$ cat config.mk
export PLATFORM = sky130hd
export DESIGN_NAME = jesd207_ensm_responder_flat
export DESIGN_NICKNAME = d
export VERILOG_FILES = /design/src/rtl/jesd207_ensm_responder_pkg.sv /design/src/rtl/jesd207_ensm_responder_if.sv /design/src/rtl/jesd207_pulse_detect.sv /design/src/rtl/jesd207_ensm_responder.sv /design/src/flat_wrapper.sv
export SDC_FILE = /design/constraint.sdc
export NUM_CORES = 1
export LEC_CHECK = 0
export CORE_MARGIN = 5
export CORE_UTILIZATION = 25
export CTS_BUF_LIST = sky130_fd_sc_hd__clkbuf_4
export CTS_CLUSTER_SIZE = 14
export DETAILED_ROUTE_END_ITERATION = 12
export PLACE_DENSITY = 0.52
export SLEW_MARGIN = 5
export SYNTH_ARGS = -nofsm -noshare
export SYNTH_HDL_FRONTEND = slang
export SYNTH_SLANG_ARGS = --single-unit
export TNS_END_PERCENT = 5
$ cat constraint.sdc
create_clock -name fclk -period 2.46 [get_ports fclk]
set_input_delay 0.369 -clock fclk [delete_from_list [all_inputs] [get_ports fclk]]
set_output_delay 0.369 -clock fclk [all_outputs]
set_load 0.01 [all_outputs]
$ cat src/rtl/jesd207_ensm_responder_pkg.sv
// Shared definitions for the JESD207 ENSM responder and the BBP-side FIFO wrapper.
// Latency: n/a (types and constants only).
// Backpressure: n/a.
package jesd207_ensm_responder_pkg;

    // Bus word width default, shared with the BBP-side FIFO wrapper.
    localparam int JESD207_DW_DEFAULT = 12;

    // Guard countdown width; holds GUARD_CYCLES-1 for GUARD_CYCLES in 1..15.
    localparam int GUARD_W = 4;

    // ENSM state encodings. 5..7 are illegal and fall back to ALERT.
    typedef enum logic [2:0] {
        ST_ALERT = 3'd0,
        ST_GUARD = 3'd1,
        ST_RX    = 3'd2,
        ST_TX    = 3'd3,
        ST_FLUSH = 3'd4
    } ensm_state_t;

    // Active state entered when the guard interval expires.
    function automatic ensm_state_t active_state(input logic mode_tx);
        return mode_tx ? ST_TX : ST_RX;
    endfunction

endpackage

$ cat src/rtl/jesd207_ensm_responder_if.sv
// Bundles the ENABLE/TXNRX controls, the RX sample source, the RX/TX data buses and the TX sample sink.
// Latency: n/a (wiring only).
// Backpressure: src_ready is the only backpressure; the sink and both buses have none.
// Ports: master = BBP/local-source side (drives controls, source and TX bus); slave = responder.
interface jesd207_ensm_responder_if
    import jesd207_ensm_responder_pkg::*;
#(
    parameter int DW = JESD207_DW_DEFAULT
) ();

    logic          enable;
    logic          tx_nrx;
    logic          src_valid;
    logic [DW-1:0] src_i;
    logic [DW-1:0] src_q;
    logic          src_ready;
    logic          rx_frame;
    logic [DW-1:0] rx_data;
    logic          tx_frame;
    logic [DW-1:0] tx_data;
    logic          snk_valid;
    logic [DW-1:0] snk_i;
    logic [DW-1:0] snk_q;

    modport master (
        output enable, tx_nrx, src_valid, src_i, src_q, tx_frame, tx_data,
        input  src_ready, rx_frame, rx_data, snk_valid, snk_i, snk_q
    );

    modport slave (
        input  enable, tx_nrx, src_valid, src_i, src_q, tx_frame, tx_data,
        output src_ready, rx_frame, rx_data, snk_valid, snk_i, snk_q
    );

endinterface

$ cat src/rtl/jesd207_pulse_detect.sv
// Rising-edge detector for the ENABLE pulse input; a level held high yields a single event.
// Latency: pulse is combinational from sig against a 1-cycle registered copy.
// Backpressure: none.
// Ports: fclk/rstn clock and async active-low reset; sig input level; pulse output event.
module jesd207_pulse_detect (
    input  logic fclk,
    input  logic rstn,
    input  logic sig,
    output logic pulse
);

    logic sig_q;

    always_ff @(posedge fclk or negedge rstn) begin
        if (!rstn) begin
            sig_q <= 1'b0;
        end else begin
            sig_q <= sig;
        end
    end

    assign pulse = sig & ~sig_q;

endmodule

$ cat src/rtl/jesd207_ensm_responder.sv
// RF-IC-side JESD207 responder: ENSM state machine, RX I/Q serialiser and TX I/Q de-framer.
// Latency: RX handshake -> I word on rx_data 1 cycle, Q word the cycle after; TX Q word -> snk pair 1 cycle.
// Backpressure: src_ready throttles the RX source (one pair every 2 cycles); TX sink has none.
// Ports: fclk, rstn; bus (slave modport: enable, tx_nrx, src_*, rx_*, tx_*, snk_*);
//        state_o, frame_err, sample_cnt, underrun_cnt status outputs.
module jesd207_ensm_responder
    import jesd207_ensm_responder_pkg::*;
#(
    parameter int DW           = JESD207_DW_DEFAULT,
    parameter int GUARD_CYCLES = 2,
    parameter int CNT_W        = 16
) (
    input  logic                     fclk,
    input  logic                     rstn,
    jesd207_ensm_responder_if.slave  bus,
    output logic [2:0]               state_o,
    output logic                     frame_err,
    output logic [CNT_W-1:0]         sample_cnt,
    output logic [CNT_W-1:0]         underrun_cnt
);

    localparam logic [GUARD_W-1:0] GUARD_INIT = GUARD_W'(GUARD_CYCLES - 1);

    // ------------------------------------------------------------------
    // State and datapath registers
    // ------------------------------------------------------------------
    ensm_state_t        state,        state_nxt;
    logic               mode_tx,      mode_tx_nxt;
    logic [GUARD_W-1:0] guard_cnt,    guard_cnt_nxt;
    logic               phase,        phase_nxt;
    logic               have_i,       have_i_nxt;
    logic [DW-1:0]      q_hold,       q_hold_nxt;
    logic [DW-1:0]      i_hold,       i_hold_nxt;
    logic               rx_frame_r,   rx_frame_nxt;
    logic [DW-1:0]      rx_data_r,    rx_data_nxt;
    logic               snk_valid_r,  snk_valid_nxt;
    logic [DW-1:0]      snk_i_r,      snk_i_nxt;
    logic [DW-1:0]      snk_q_r,      snk_q_nxt;
    logic               frame_err_r,  frame_err_nxt;
    logic [CNT_W-1:0]   sample_cnt_r, sample_cnt_nxt;
    logic [CNT_W-1:0]   underrun_r,   underrun_nxt;

    logic pulse;
    logic flush_req;
    logic src_ready_c;

    jesd207_pulse_detect u_pulse_detect (
        .fclk  (fclk),
        .rstn  (rstn),
        .sig   (bus.enable),
        .pulse (pulse)
    );

    // A pulse while active is a stop request; it must gate src_ready in
    // the same cycle so no pair is accepted that could not be sent.
    assign flush_req   = pulse & ((state == ST_RX) | (state == ST_TX));
    assign src_ready_c = (state == ST_RX) & ~phase & ~flush_req;

    // ------------------------------------------------------------------
    // State register
    // ------------------------------------------------------------------
    always_ff @(posedge fclk or negedge rstn) begin
        if (!rstn) begin
            state        <= ST_ALERT;
            mode_tx      <= 1'b0;
            guard_cnt    <= '0;
            phase        <= 1'b0;
            have_i       <= 1'b0;
            q_hold       <= '0;
            i_hold       <= '0;
            rx_frame_r   <= 1'b0;
            rx_data_r    <= '0;
            snk_valid_r  <= 1'b0;
            snk_i_r      <= '0;
            snk_q_r      <= '0;
            frame_err_r  <= 1'b0;
            sample_cnt_r <= '0;
            underrun_r   <= '0;
        end else begin
            state        <= state_nxt;
            mode_tx      <= mode_tx_nxt;
            guard_cnt    <= guard_cnt_nxt;
            phase        <= phase_nxt;
            have_i       <= have_i_nxt;
            q_hold       <= q_hold_nxt;
            i_hold       <= i_hold_nxt;
            rx_frame_r   <= rx_frame_nxt;
            rx_data_r    <= rx_data_nxt;
            snk_valid_r  <= snk_valid_nxt;
            snk_i_r      <= snk_i_nxt;
            snk_q_r      <= snk_q_nxt;
            frame_err_r  <= frame_err_nxt;
            sample_cnt_r <= sample_cnt_nxt;
            underrun_r   <= underrun_nxt;
        end
    end

    // ------------------------------------------------------------------
    // Next-state and datapath logic
    // ------------------------------------------------------------------
    always_comb begin
        state_nxt      = state;
        mode_tx_nxt    = mode_tx;
        guard_cnt_nxt  = guard_cnt;
        phase_nxt      = phase;
        have_i_nxt     = have_i;
        q_hold_nxt     = q_hold;
        i_hold_nxt     = i_hold;
        // The RX bus idles at zero and snk_valid is a single-cycle strobe,
        // so these default low every cycle rather than holding.
        rx_frame_nxt   = 1'b0;
        rx_data_nxt    = '0;
        snk_valid_nxt  = 1'b0;
        snk_i_nxt      = snk_i_r;
        snk_q_nxt      = snk_q_r;
        frame_err_nxt  = frame_err_r;
        sample_cnt_nxt = sample_cnt_r;
        underrun_nxt   = underrun_r;

        case (state)
            ST_ALERT: begin
                if (pulse) begin
                    mode_tx_nxt    = bus.tx_nrx;
                    guard_cnt_nxt  = GUARD_INIT;
                    sample_cnt_nxt = '0;
                    underrun_nxt   = '0;
                    frame_err_nxt  = 1'b0;
                    phase_nxt      = 1'b0;
                    have_i_nxt     = 1'b0;
                    state_nxt      = ST_GUARD;
                end
            end

            ST_GUARD: begin
                // Pulses are deliberately ignored until the guard expires.
                if (guard_cnt == '0) begin
                    state_nxt = active_state(mode_tx);
                end else begin
                    guard_cnt_nxt = guard_cnt - GUARD_W'(1);
                end
            end

            ST_RX: begin
                if (phase) begin
                    // Q of an accepted pair always goes out, even on a stop.
                    rx_data_nxt = q_hold;
                    phase_nxt   = 1'b0;
                    if (flush_req) begin
                        state_nxt = ST_FLUSH;
                    end
                end else if (flush_req) begin
                    state_nxt = ST_FLUSH;
                end else if (bus.src_valid) begin
                    rx_frame_nxt   = 1'b1;
                    rx_data_nxt    = bus.src_i;
                    q_hold_nxt     = bus.src_q;
                    phase_nxt      = 1'b1;
                    sample_cnt_nxt = sample_cnt_r + CNT_W'(1);
                end else if (underrun_r != '1) begin
                    underrun_nxt = underrun_r + CNT_W'(1);
                end
            end

            ST_TX: begin
                if (flush_req) begin
                    // Half-received pair is dropped silently on stop.
                    have_i_nxt = 1'b0;
                    state_nxt  = ST_FLUSH;
                end else if (bus.tx_frame) begin
                    if (have_i) begin
                        frame_err_nxt = 1'b1;
                    end
                    i_hold_nxt = bus.tx_data;
                    have_i_nxt = 1'b1;
                end else if (have_i) begin
                    snk_i_nxt      = i_hold;
                    snk_q_nxt      = bus.tx_data;
                    snk_valid_nxt  = 1'b1;
                    have_i_nxt     = 1'b0;
                    sample_cnt_nxt = sample_cnt_r + CNT_W'(1);
                end
            end

            ST_FLUSH: begin
                phase_nxt  = 1'b0;
                have_i_nxt = 1'b0;
                state_nxt  = ST_ALERT;
            end

            default: begin
                state_nxt = ST_ALERT;
            end
        endcase
    end

    // ------------------------------------------------------------------
    // Outputs
    // ------------------------------------------------------------------
    assign bus.src_ready = src_ready_c;
    assign bus.rx_frame  = rx_frame_r;
    assign bus.rx_data   = rx_data_r;
    assign bus.snk_valid = snk_valid_r;
    assign bus.snk_i     = snk_i_r;
    assign bus.snk_q     = snk_q_r;

    assign state_o      = state;
    assign frame_err    = frame_err_r;
    assign sample_cnt   = sample_cnt_r;
    assign underrun_cnt = underrun_r;

endmodule

$ cat src/flat_wrapper.sv
// flat-port wrapper written by rule: the top's interface ports become plain ports
module jesd207_ensm_responder_flat import jesd207_ensm_responder_pkg::*;
#(
    parameter int DW           = JESD207_DW_DEFAULT,
    parameter int GUARD_CYCLES = 2,
    parameter int CNT_W        = 16
)
  (fclk, rstn, state_o, frame_err, sample_cnt, underrun_cnt, bus_enable, bus_tx_nrx, bus_src_valid, bus_src_i, bus_src_q, bus_tx_frame, bus_tx_data, bus_src_ready, bus_rx_frame, bus_rx_data, bus_snk_valid, bus_snk_i, bus_snk_q);
  jesd207_ensm_responder_if #(.DW(DW)) bus_i ();
  input  logic fclk;
  input  logic rstn;
  output logic [2:0] state_o;
  output logic frame_err;
  output logic [CNT_W-1:0] sample_cnt;
  output logic [CNT_W-1:0] underrun_cnt;
  input wire logic [$bits(bus_i.enable)-1:0] bus_enable;
  input wire logic [$bits(bus_i.tx_nrx)-1:0] bus_tx_nrx;
  input wire logic [$bits(bus_i.src_valid)-1:0] bus_src_valid;
  input wire logic [$bits(bus_i.src_i)-1:0] bus_src_i;
  input wire logic [$bits(bus_i.src_q)-1:0] bus_src_q;
  input wire logic [$bits(bus_i.tx_frame)-1:0] bus_tx_frame;
  input wire logic [$bits(bus_i.tx_data)-1:0] bus_tx_data;
  output wire logic [$bits(bus_i.src_ready)-1:0] bus_src_ready;
  output wire logic [$bits(bus_i.rx_frame)-1:0] bus_rx_frame;
  output wire logic [$bits(bus_i.rx_data)-1:0] bus_rx_data;
  output wire logic [$bits(bus_i.snk_valid)-1:0] bus_snk_valid;
  output wire logic [$bits(bus_i.snk_i)-1:0] bus_snk_i;
  output wire logic [$bits(bus_i.snk_q)-1:0] bus_snk_q;
  assign bus_i.enable = bus_enable;
  assign bus_i.tx_nrx = bus_tx_nrx;
  assign bus_i.src_valid = bus_src_valid;
  assign bus_i.src_i = bus_src_i;
  assign bus_i.src_q = bus_src_q;
  assign bus_i.tx_frame = bus_tx_frame;
  assign bus_i.tx_data = bus_tx_data;
  assign bus_src_ready = bus_i.src_ready;
  assign bus_rx_frame = bus_i.rx_frame;
  assign bus_rx_data = bus_i.rx_data;
  assign bus_snk_valid = bus_i.snk_valid;
  assign bus_snk_i = bus_i.snk_i;
  assign bus_snk_q = bus_i.snk_q;
  jesd207_ensm_responder #(.DW(DW), .GUARD_CYCLES(GUARD_CYCLES), .CNT_W(CNT_W)) u_core (.fclk(fclk), .rstn(rstn), .bus(bus_i), .state_o(state_o), .frame_err(frame_err), .sample_cnt(sample_cnt), .underrun_cnt(underrun_cnt));
endmodule
==> results.ini <==
[run_status]
outcome=finished, final reports clean

[routing]
vias=3686
first_pass_iters=4
drt_iter0_markers=143
wl_um=12100
drc=0
antenna_left=0
post_drt_wl_per_cell_um=15.5
routed_via_density=4.73

[sta]
slew_headroom_pct=58.8
setup-violations-final=0
clock_skew_ns=0.0148
fin_crit_sh_pct=89.1
grt_setup_unrepaired=no
fin_tns_setup_ns=0
drv_slew=0
hold_ws_ns=0.340
setup_ws_ns=0.267
clock.fmax_mhz=456
worstMarginPinSlew_ns=0.610
fin_crit_ns=2.19
hold_viol_final=0

[setup_path]
cp.arrival_ns=1.82
cpMaxStageDelayCell=or3b_1
critPathLaunchType=flip-flop
worst-path-stages=3
worstSetupEndpoint=bus_src_ready
r2r_start=u_core.state_o[0]$_DFFE_PN0P_
critPathLaunch=u_core.state_o[0]$_DFFE_PN0P_
crit_chain=or3b_1, nor3_1, dlygate4sd2_1
rr_endpoint=u_core.q_hold[9]$_DFFE_PN0P_
cp.required_ns=2.09
reg2reg_depth=4
crit_family=simple AND/OR/NAND/NOR gates
cp_slowest_stage_delay_ns=0.48
r2r_setup_slack_ns=0.31
cp_max_fo=5
path_buf_inv=1
cp-end-kind=primary output
critPathKind=reg2out

[clocking]
numCtsBuffers=9
clkLatencyLatePin_ns=0.47
cts_root_buf=clkbuf_4
clkSinkCount=106
cts_max_level=3
clockBufferDepth=2
cts_setup_buffers=0
cts_tree=done
clk_pin_slew_worst_paths_ns=0.15

[global_route]
grt_start_max_net_pins=58
grt_pass1_wl_um=20200
globalRouteOverflowTotal=0
antenna_found_initial=0
grt_usage_pct=11.5
grt_pass1_vias=3654

[logic_synthesis]
avgSynthCellArea_um2=10.9
ys_seq_area_share_pct=57.2
synthArstFlopShare_pct=100
synth_cells=424
synth_seq_cells=106
syn_area_mm2=0.00464
synthFlopType=dfrtp_1
syn_nets=470
synth_cell_types=46
synth_edf_count=0
ys.warnings.count=0

[cells_and_area]
regArea_mm2=0.00265
fillCellCount=1836
design_area_mm2=0.00625
most-common-layout-cells=clkdlybuf4s50_1 (114), dfrtp_1 (106), nand2_1 (68)
final_common_cell=clkdlybuf4s50_1
final_cell_count_no_fill=780
antenna_cells=0
area_growth_pct=34.9
layout-drive-gt1-share_pct=14.3
fin_nets=592
multi_input_area_mm2=0.00183

[power_and_ir_drop]
p_leak_nw=2.70
p_switching_mw=1.95
vdd_drop_max_v=0.000368
power_density_mw_per_mm2=910
sw_frac_of_total_pct=34.3
intPower_mw=3.74
combPwrFrac_pct=38.3
p_seq_share_pct=45.9
clockPowerShare_pct=15.8

[floorplan]
start_util_pct=25.6
design.core.area_mm2=0.0181
fp.dieH_um=146
row_count=49
die-area_mm2=0.0214
die_x_um=146
num_io_pins=117

[placed_design]
place_hpwl_um=8640
io_buffer_count=116
gp_congestion=0.711
place_area_mm2=0.00611
dp.cells=763
dpl_worst_slack_ns=0.0421

[hold_path]
hp-class=in2async

[flow_run]
max_cap_violations=0

==> worst reg2reg max path: cells and delay by family (launching register included) <==
kind	cells	cell delay (ns)
simple gates	2	0.89
flops	1	0.40
mux	1	0.39
buf+inv	1	0.36
==> area by class of cell <==
class	instances	area share [%]
flip-flops and latches	106	42.4
multi-input cells	285	29.2
repair buffers	136	21.1
well taps	229	4.58
clock buffers	11	1.32
clock inverters	5	0.880
inverters	8	0.480
==> layer usage <==
metal,part of all wire (%),up-vias,GRT usage [%],wire (µm)
met3,6.6,10,4.18,790
met5,0,-,0,0
met2,45,116,17.7,5430
met1,47,1787,15.7,5670
li1,-,1773,-,-
met4,1.3,0,2.49,154
==> cell usage after synthesis, types with 5 or more instances <==
cell type | count | share of area [%]
dfrtp_1 | 106 | 57
nand2_1 | 68 | 5.5
mux2_2 | 36 | 8.7
o21ai_0 | 33 | 3.6
nor2_1 | 21 | 1.7
a31oi_1 | 14 | 1.9
a22o_1 | 13 | 2.5
a21oi_1 | 12 | 1.3
clkbuf_1 | 11 | 0.89
nand3_1 | 11 | 1.2
o31ai_1 | 10 | 1.6
inv_1 | 8 | 0.65
buf_2 | 7 | 0.76
nand4_1 | 7 | 0.94
nor3_1 | 7 | 0.76
a41oi_1 | 6 | 1.1
and3_1 | 5 | 0.67
==> through the flow <==
step,utilization (%),total power [mW]
after floorplan,-,3.82
after global placement,33.8,4.80
after detailed placement,33.8,4.87
after CTS,34.6,5.80
after global routing,34.6,6.13
final,34.6,5.69
==> registers in the layout (all words and copies together) (netlist names), 3 cells and up <==
signal               count
u_core.bus.snk_i        12
u_core.q_hold           12
u_core.guard_cnt         4
u_core.sample_cnt       16
u_core.state_o           3
u_core.i_hold           12
u_core.bus.snk_q        12
u_core.underrun_cnt     16
u_core.bus.rx_data      12
==> what timing repair did <==
item | 4_1_cts | 5_1_grt
gates resized for setup | 1 | 0
endpoints found under the hold margin | 25 | 0
endpoints found under the setup margin | 1 | 0
hold buffers | 1 | 0
==> worst min-delay path by stage <==
stage               start                              end  slack [ns]  depth (start not counted)
finish               rstn  u_core.bus.rx_data[1]$_DFF_PN0_        0.34                          2
CTS                  rstn  u_core.bus.rx_data[1]$_DFF_PN0_        0.30                          2
global route         rstn  u_core.bus.rx_data[1]$_DFF_PN0_        0.31                          2
floorplan            rstn  u_core.bus.rx_data[0]$_DFF_PN0_        0.07                          0
global placement     rstn  u_core.bus.rx_data[1]$_DFF_PN0_        0.31                          1
detailed placement   rstn  u_core.bus.rx_data[1]$_DFF_PN0_        0.31                          1
==> cell families after synthesis <==
group	Yosys count	synth area share [%]
AND/OR/NAND/NOR	143	14.9
XOR/XNOR	2	0.378
AO/OA/AOI/OAI	100	14.1
flip-flops	106	57.2
multiplexers	36	8.74
buffers and inverters	33	3.59
adder cells (fa/ha/maj)	4	1.08
==> power by group through the flow <==
stage	combinational [mW]	sequential, mW	clock (mW)
2_1_floorplan	1.09	2.73	0
4_1_cts	2.22	2.62	0.963
5_1_grt	2.42	2.69	1.02
6_report	2.18	2.61	0.897
3_5_place_dp	2.21	2.66	0
3_3_place_gp	2.16	2.64	0
No activity file was read; power rests on OpenSTA's default activity.
